## src/rtl/fixed_mac_acc_if.sv

```systemverilog
// Valid/ready term input and result output bundle for the fixed-point MAC accumulator.
interface fixed_mac_acc_if;
    logic        in_valid;
    logic        in_ready;
    logic [15:0] in_data;
    logic        in_ovf;
    logic        out_valid;
    logic        out_ready;
    logic [15:0] out_data;
    logic        out_ovf;

    // Producer/consumer side: feeds terms and takes results.
    modport master (
        output in_valid, in_data, in_ovf, out_ready,
        input  in_ready, out_valid, out_data, out_ovf
    );

    // Accumulator side.
    modport slave (
        input  in_valid, in_data, in_ovf, out_ready,
        output in_ready, out_valid, out_data, out_ovf
    );
endinterface

```

## src/rtl/fixed_mac_acc.sv

```systemverilog
// Accumulates LEN unsigned 8.8 product terms into one 16-bit result with a sticky
// overflow flag. Results are held until the consumer takes them.
module fixed_mac_acc #(
    parameter int LEN      = 4,
    parameter bit SATURATE = 1'b1
) (
    input  logic           clk,
    input  logic           rst_n,
    input  logic           clear,
    fixed_mac_acc_if.slave bus,
    output logic           busy
);
    localparam logic [7:0] LAST = 8'(LEN - 1);

    typedef enum logic {
        ACC  = 1'b0,
        HOLD = 1'b1
    } state_t;

    state_t      state_q, state_d;
    logic [15:0] acc_q, acc_d;
    logic [7:0]  cnt_q, cnt_d;
    logic        ovf_q, ovf_d;
    logic        accept;
    logic [16:0] sum17;
    logic        ovf_next;

    // State and datapath registers; reset wins over everything else.
    always_ff @(posedge clk) begin
        if (!rst_n) begin
            state_q <= ACC;
            acc_q   <= 16'h0000;
            cnt_q   <= 8'd0;
            ovf_q   <= 1'b0;
        end else begin
            state_q <= state_d;
            acc_q   <= acc_d;
            cnt_q   <= cnt_d;
            ovf_q   <= ovf_d;
        end
    end

    // Next state and next accumulator: clear beats the handshakes, the held sum stays frozen in HOLD.
    always_comb begin
        accept   = bus.in_valid && (state_q == ACC);
        sum17    = {1'b0, acc_q} + {1'b0, bus.in_data};
        ovf_next = ovf_q | sum17[16] | bus.in_ovf;
        state_d  = state_q;
        acc_d    = acc_q;
        cnt_d    = cnt_q;
        ovf_d    = ovf_q;
        if (clear) begin
            state_d = ACC;
            acc_d   = 16'h0000;
            cnt_d   = 8'd0;
            ovf_d   = 1'b0;
        end else if (state_q == HOLD) begin
            if (bus.out_ready) begin
                state_d = ACC;
                acc_d   = 16'h0000;
                cnt_d   = 8'd0;
                ovf_d   = 1'b0;
            end
        end else if (accept) begin
            acc_d = (SATURATE && ovf_next) ? 16'hFFFF : sum17[15:0];
            ovf_d = ovf_next;
            if (cnt_q == LAST) begin
                state_d = HOLD;
                cnt_d   = 8'd0;
            end else begin
                cnt_d = cnt_q + 8'd1;
            end
        end
    end

    // Outputs are pure decodes of registered state, so nothing combinational reaches them.
    always_comb begin
        bus.in_ready  = (state_q == ACC);
        bus.out_valid = (state_q == HOLD);
        bus.out_data  = acc_q;
        bus.out_ovf   = ovf_q;
        busy          = (state_q == HOLD) || (cnt_q != 8'd0);
    end
endmodule

```

## src/flat_wrapper.sv

```systemverilog
// flat-port wrapper written by rule: the top's interface ports become plain ports
module fixed_mac_acc_flat 
#(
    parameter int LEN      = 4,
    parameter bit SATURATE = 1'b1
)
  (clk, rst_n, clear, busy, bus_in_valid, bus_in_data, bus_in_ovf, bus_out_ready, bus_in_ready, bus_out_valid, bus_out_data, bus_out_ovf);
  fixed_mac_acc_if bus_i ();
  input  logic clk;
  input  logic rst_n;
  input  logic clear;
  output logic busy;
  input wire logic [$bits(bus_i.in_valid)-1:0] bus_in_valid;
  input wire logic [$bits(bus_i.in_data)-1:0] bus_in_data;
  input wire logic [$bits(bus_i.in_ovf)-1:0] bus_in_ovf;
  input wire logic [$bits(bus_i.out_ready)-1:0] bus_out_ready;
  output wire logic [$bits(bus_i.in_ready)-1:0] bus_in_ready;
  output wire logic [$bits(bus_i.out_valid)-1:0] bus_out_valid;
  output wire logic [$bits(bus_i.out_data)-1:0] bus_out_data;
  output wire logic [$bits(bus_i.out_ovf)-1:0] bus_out_ovf;
  assign bus_i.in_valid = bus_in_valid;
  assign bus_i.in_data = bus_in_data;
  assign bus_i.in_ovf = bus_in_ovf;
  assign bus_i.out_ready = bus_out_ready;
  assign bus_in_ready = bus_i.in_ready;
  assign bus_out_valid = bus_i.out_valid;
  assign bus_out_data = bus_i.out_data;
  assign bus_out_ovf = bus_i.out_ovf;
  fixed_mac_acc #(.LEN(LEN), .SATURATE(SATURATE)) u_core (.clk(clk), .rst_n(rst_n), .clear(clear), .bus(bus_i), .busy(busy));
endmodule
```

## config.mk

```make
export PLATFORM = sky130hd
export DESIGN_NAME = fixed_mac_acc_flat
export DESIGN_NICKNAME = d
export VERILOG_FILES = /design/src/rtl/fixed_mac_acc_if.sv /design/src/rtl/fixed_mac_acc.sv /design/src/flat_wrapper.sv
export SDC_FILE = /design/constraint.sdc
export NUM_CORES = 1
export LEC_CHECK = 0
export ABC_AREA = 1
export CAP_MARGIN = 10
export CORE_UTILIZATION = 41
export CTS_BUF_LIST = sky130_fd_sc_hd__clkbuf_2
export CTS_CLUSTER_SIZE = 12
export DETAILED_ROUTE_END_ITERATION = 7
export PLACE_DENSITY = 0.61
export SETUP_SLACK_MARGIN = 0.5
export SYNTH_ARGS = -nofsm -noshare
export SYNTH_HDL_FRONTEND = slang
export SYNTH_SLANG_ARGS = --single-unit
```

## constraint.sdc

```tcl
create_clock -name clk -period 4.1 [get_ports clk]
set_input_delay 0.615 -clock clk [delete_from_list [all_inputs] [get_ports clk]]
set_output_delay 0.615 -clock clk [all_outputs]
set_load 0.02 [all_outputs]
```

==> flow_summary.ini <==
[status]
status = finished clean

[cells_and_area]
nFillCells = 574
antenna_cells = 0
finalInstanceArea_um2 = 2750
drive_gt1_share_pct = 4.94
syn2layout_area_growth_pct = 21.2
layout.nets = 468

[power]
max-vdd-ir-drop_mv = 0.139
p_leak_nw = 1.43
p_switching_w = 0.000236
switching_share_pct = 37.9
p_comb_share_pct = 40.2
finalPower_w = 0.000623
intPower_w = 0.000387
power_density_nw_per_um2 = 226
power.share.sequential_pct = 44.5
clkPwrFrac_pct = 15.3

[timing]
grt_setup_unrepaired = false
final_hold_viol_count = 0
min_period_ns = 2.35
period_share_pct = 57.3
holdWs_ns = 0.480
final-setup-viol-count = 0
setup_tns_ns = 0
fin_skew_ns = 0.00181
fmax_ghz = 0.426
slew_violations = 0
tightest_slew_ns = 0.812
postLayoutSetupSlackWorst_ns = 1.75
slew_headroom_pct = 45.7

[synth]
synthDistinctLibCells = 31
synth_common_cells = nand2_1, inv_1, nor2_1
synth.ff_latch_count = 26
synth_area_per_cell_um2 = 5.88
synth_nets = 427
synth_edf_count = 0
synth_cells = 386
synth_area_leaders = dfxtp_1, nand2_1, inv_1
ys_seq_area_share_pct = 22.9
async_flop_share_pct = 0
synth_area_um2 = 2270
netlist.area_leader.share_pct = 22.9
yosysWarnings = 0
synth_ff_type = dfxtp_1
yosys.area.top_type = dfxtp_1
synth_most_common_cell = nand2_1

[floorplan]
dieArea_um2 = 5830
rows = 26
core_area_um2 = 5200
chipWidth_um = 76.4
die_h_um = 76.4
initial_core_util_pct = 43.6
pin_count = 42

[grt]
grt_antenna_before_repair = 0
grt_usage_pct = 22.4
grt_max_degree = 19
grt_pass1_wl_um = 10400
grt_pass1_vias = 2250
gr-total-overflow = 0

[cts]
cts.clk_slew.worst_paths_ns = 0.24
clockBufferDepth = 2
postCtsSetupRepairBufs = 0
cts_buffers = 3
ctsRootBufferMaster = clkbuf_2
cts_resized = 0
clk_latency_ns = 0.35
cts.sinks = 26
cts_tree = done
cts_max_level = 1
holdBufCountCts = 0

[route]
drt-total-wl_um = 6090
via_count = 2416
dr.pass1.iters = 4
post-route-drc-count = 0
final_antenna_net_count = 0
drtIter0Drc = 141
viasPerCell = 4.88
wl_per_cell_um = 12.3

[setup_path]
crit_arrival_ns = 1.73
critPathMaxStageDelay_ns = 0.61
worstPathRequired_ns = 3.48
cp_top_family = buffers and inverters
endpoint_kind = primary output
crit_type = flip-flop to primary output
start_kind = flip-flop
worstPathMaxFanout = 3
slowest_stage = clkdlybuf4s50_1
worst-path-buf-inv = 2
path_cells = inv_1, ha_1, nand4_1, clkdlybuf4s50_1

[place]
placed_area_um2 = 2740
io_buffers = 41
routabilityCongestion = 0.872
place_ws_ns = 1.46
post-dp-hpwl_um = 4920

[worst_hold_path]
hold_class = flip-flop to flip-flop

[job]
drv_cap = 0
power by group through the flow:
| stage | logic [W] | clock network (W) | registers (W) |
|---|---|---|---|
| 2_1_floorplan | 0.000154 | 0 | 0.000292 |
| 3_3_place_gp | 0.000248 | 0 | 0.000282 |
| 3_5_place_dp | 0.000249 | 0 | 0.000282 |
| 4_1_cts | 0.000251 | 0.000102 | 0.000277 |
| 5_1_grt | 0.000282 | 0.000111 | 0.000280 |
| 6_report | 0.000250 | 0.0000955 | 0.000277 |
worst min-delay path, stage by stage, from the launching register on:
cell,delay (ns)
dfxtp_1,0.36
nand2_1,0.06
a21oi_1,0.05
cell type report:
class	instances	area (µm²)	share of cell area [%]
inverter	73	274	9.96
sequential	26	520	18.9
timing repair buffer	41	410	14.9
multi-input combinational	282	1440	52.5
clock buffer	3	15.0	0.546
tap	70	87.6	3.18
state kept, by name, summed over array words and instances (netlist names):
| name | flops |
|---|---|
| u_core.bus.out_data | 16 |
| u_core.bus.out_ovf | 1 |
| u_core.bus.out_valid | 1 |
| u_core.cnt_q | 8 |
cells by family after synthesis:
group                    after synthesis  share of synthesized area, %
AO/OA/AOI/OAI                         43                          10.1
XOR/XNOR                               3                          1.16
adder cells (fa/ha/maj)               19                          10.8
buffers and inverters                 78                          13.5
flip-flops                            26                          22.9
AND/OR/NAND/NOR                      217                          41.5
per-stage QoR:
| step | std cells | util (%) |
|---|---|---|
| final | 495 | 52.8 |
| after global routing | 495 | 52.8 |
| after CTS | 495 | 52.8 |
| after detailed placement | 492 | 52.5 |
| after global placement | 492 | 52.5 |
| after floorplan | 386 | - |
layer usage:
| metal | track usage [%] | wire, µm | up-vias |
|---|---|---|---|
| met4 | 7.31 | 87 | 0 |
| met3 | 1.80 | 247 | 8 |
| met5 | 0 | 0 | - |
| li1 | - | - | 1285 |
| met2 | 38.7 | 2860 | 54 |
| met1 | 29.3 | 2900 | 1069 |
worst paths after layout:
kind	endpoint	start	cells after the start	slack, ns
worst min register to register	u_core.cnt_q[7]	u_core.cnt_q[7]	2	0.48
worst min-delay path	u_core.cnt_q[7]	u_core.cnt_q[7]	2	0.48
worst max-delay path	busy	u_core.cnt_q[0]	4	1.75
worst max register to register	u_core.bus.out_data[0]	u_core.bus.out_data[0]	10	2.15
cell usage in the layout, fill, tap and decap left out, types with 6 or more instances in the layout:
| master | count |
|---|---|
| clkdlybuf4s50_1 | 41 |
| nand4_1 | 7 |
| o21ai_0 | 12 |
| nand3_1 | 28 |
| dfxtp_1 | 26 |
| a21oi_1 | 24 |
| nand2_2 | 6 |
| nand2_1 | 125 |
| inv_1 | 70 |
| ha_1 | 18 |
| nor2_1 | 35 |
Power figures use the tool's default switching activity.
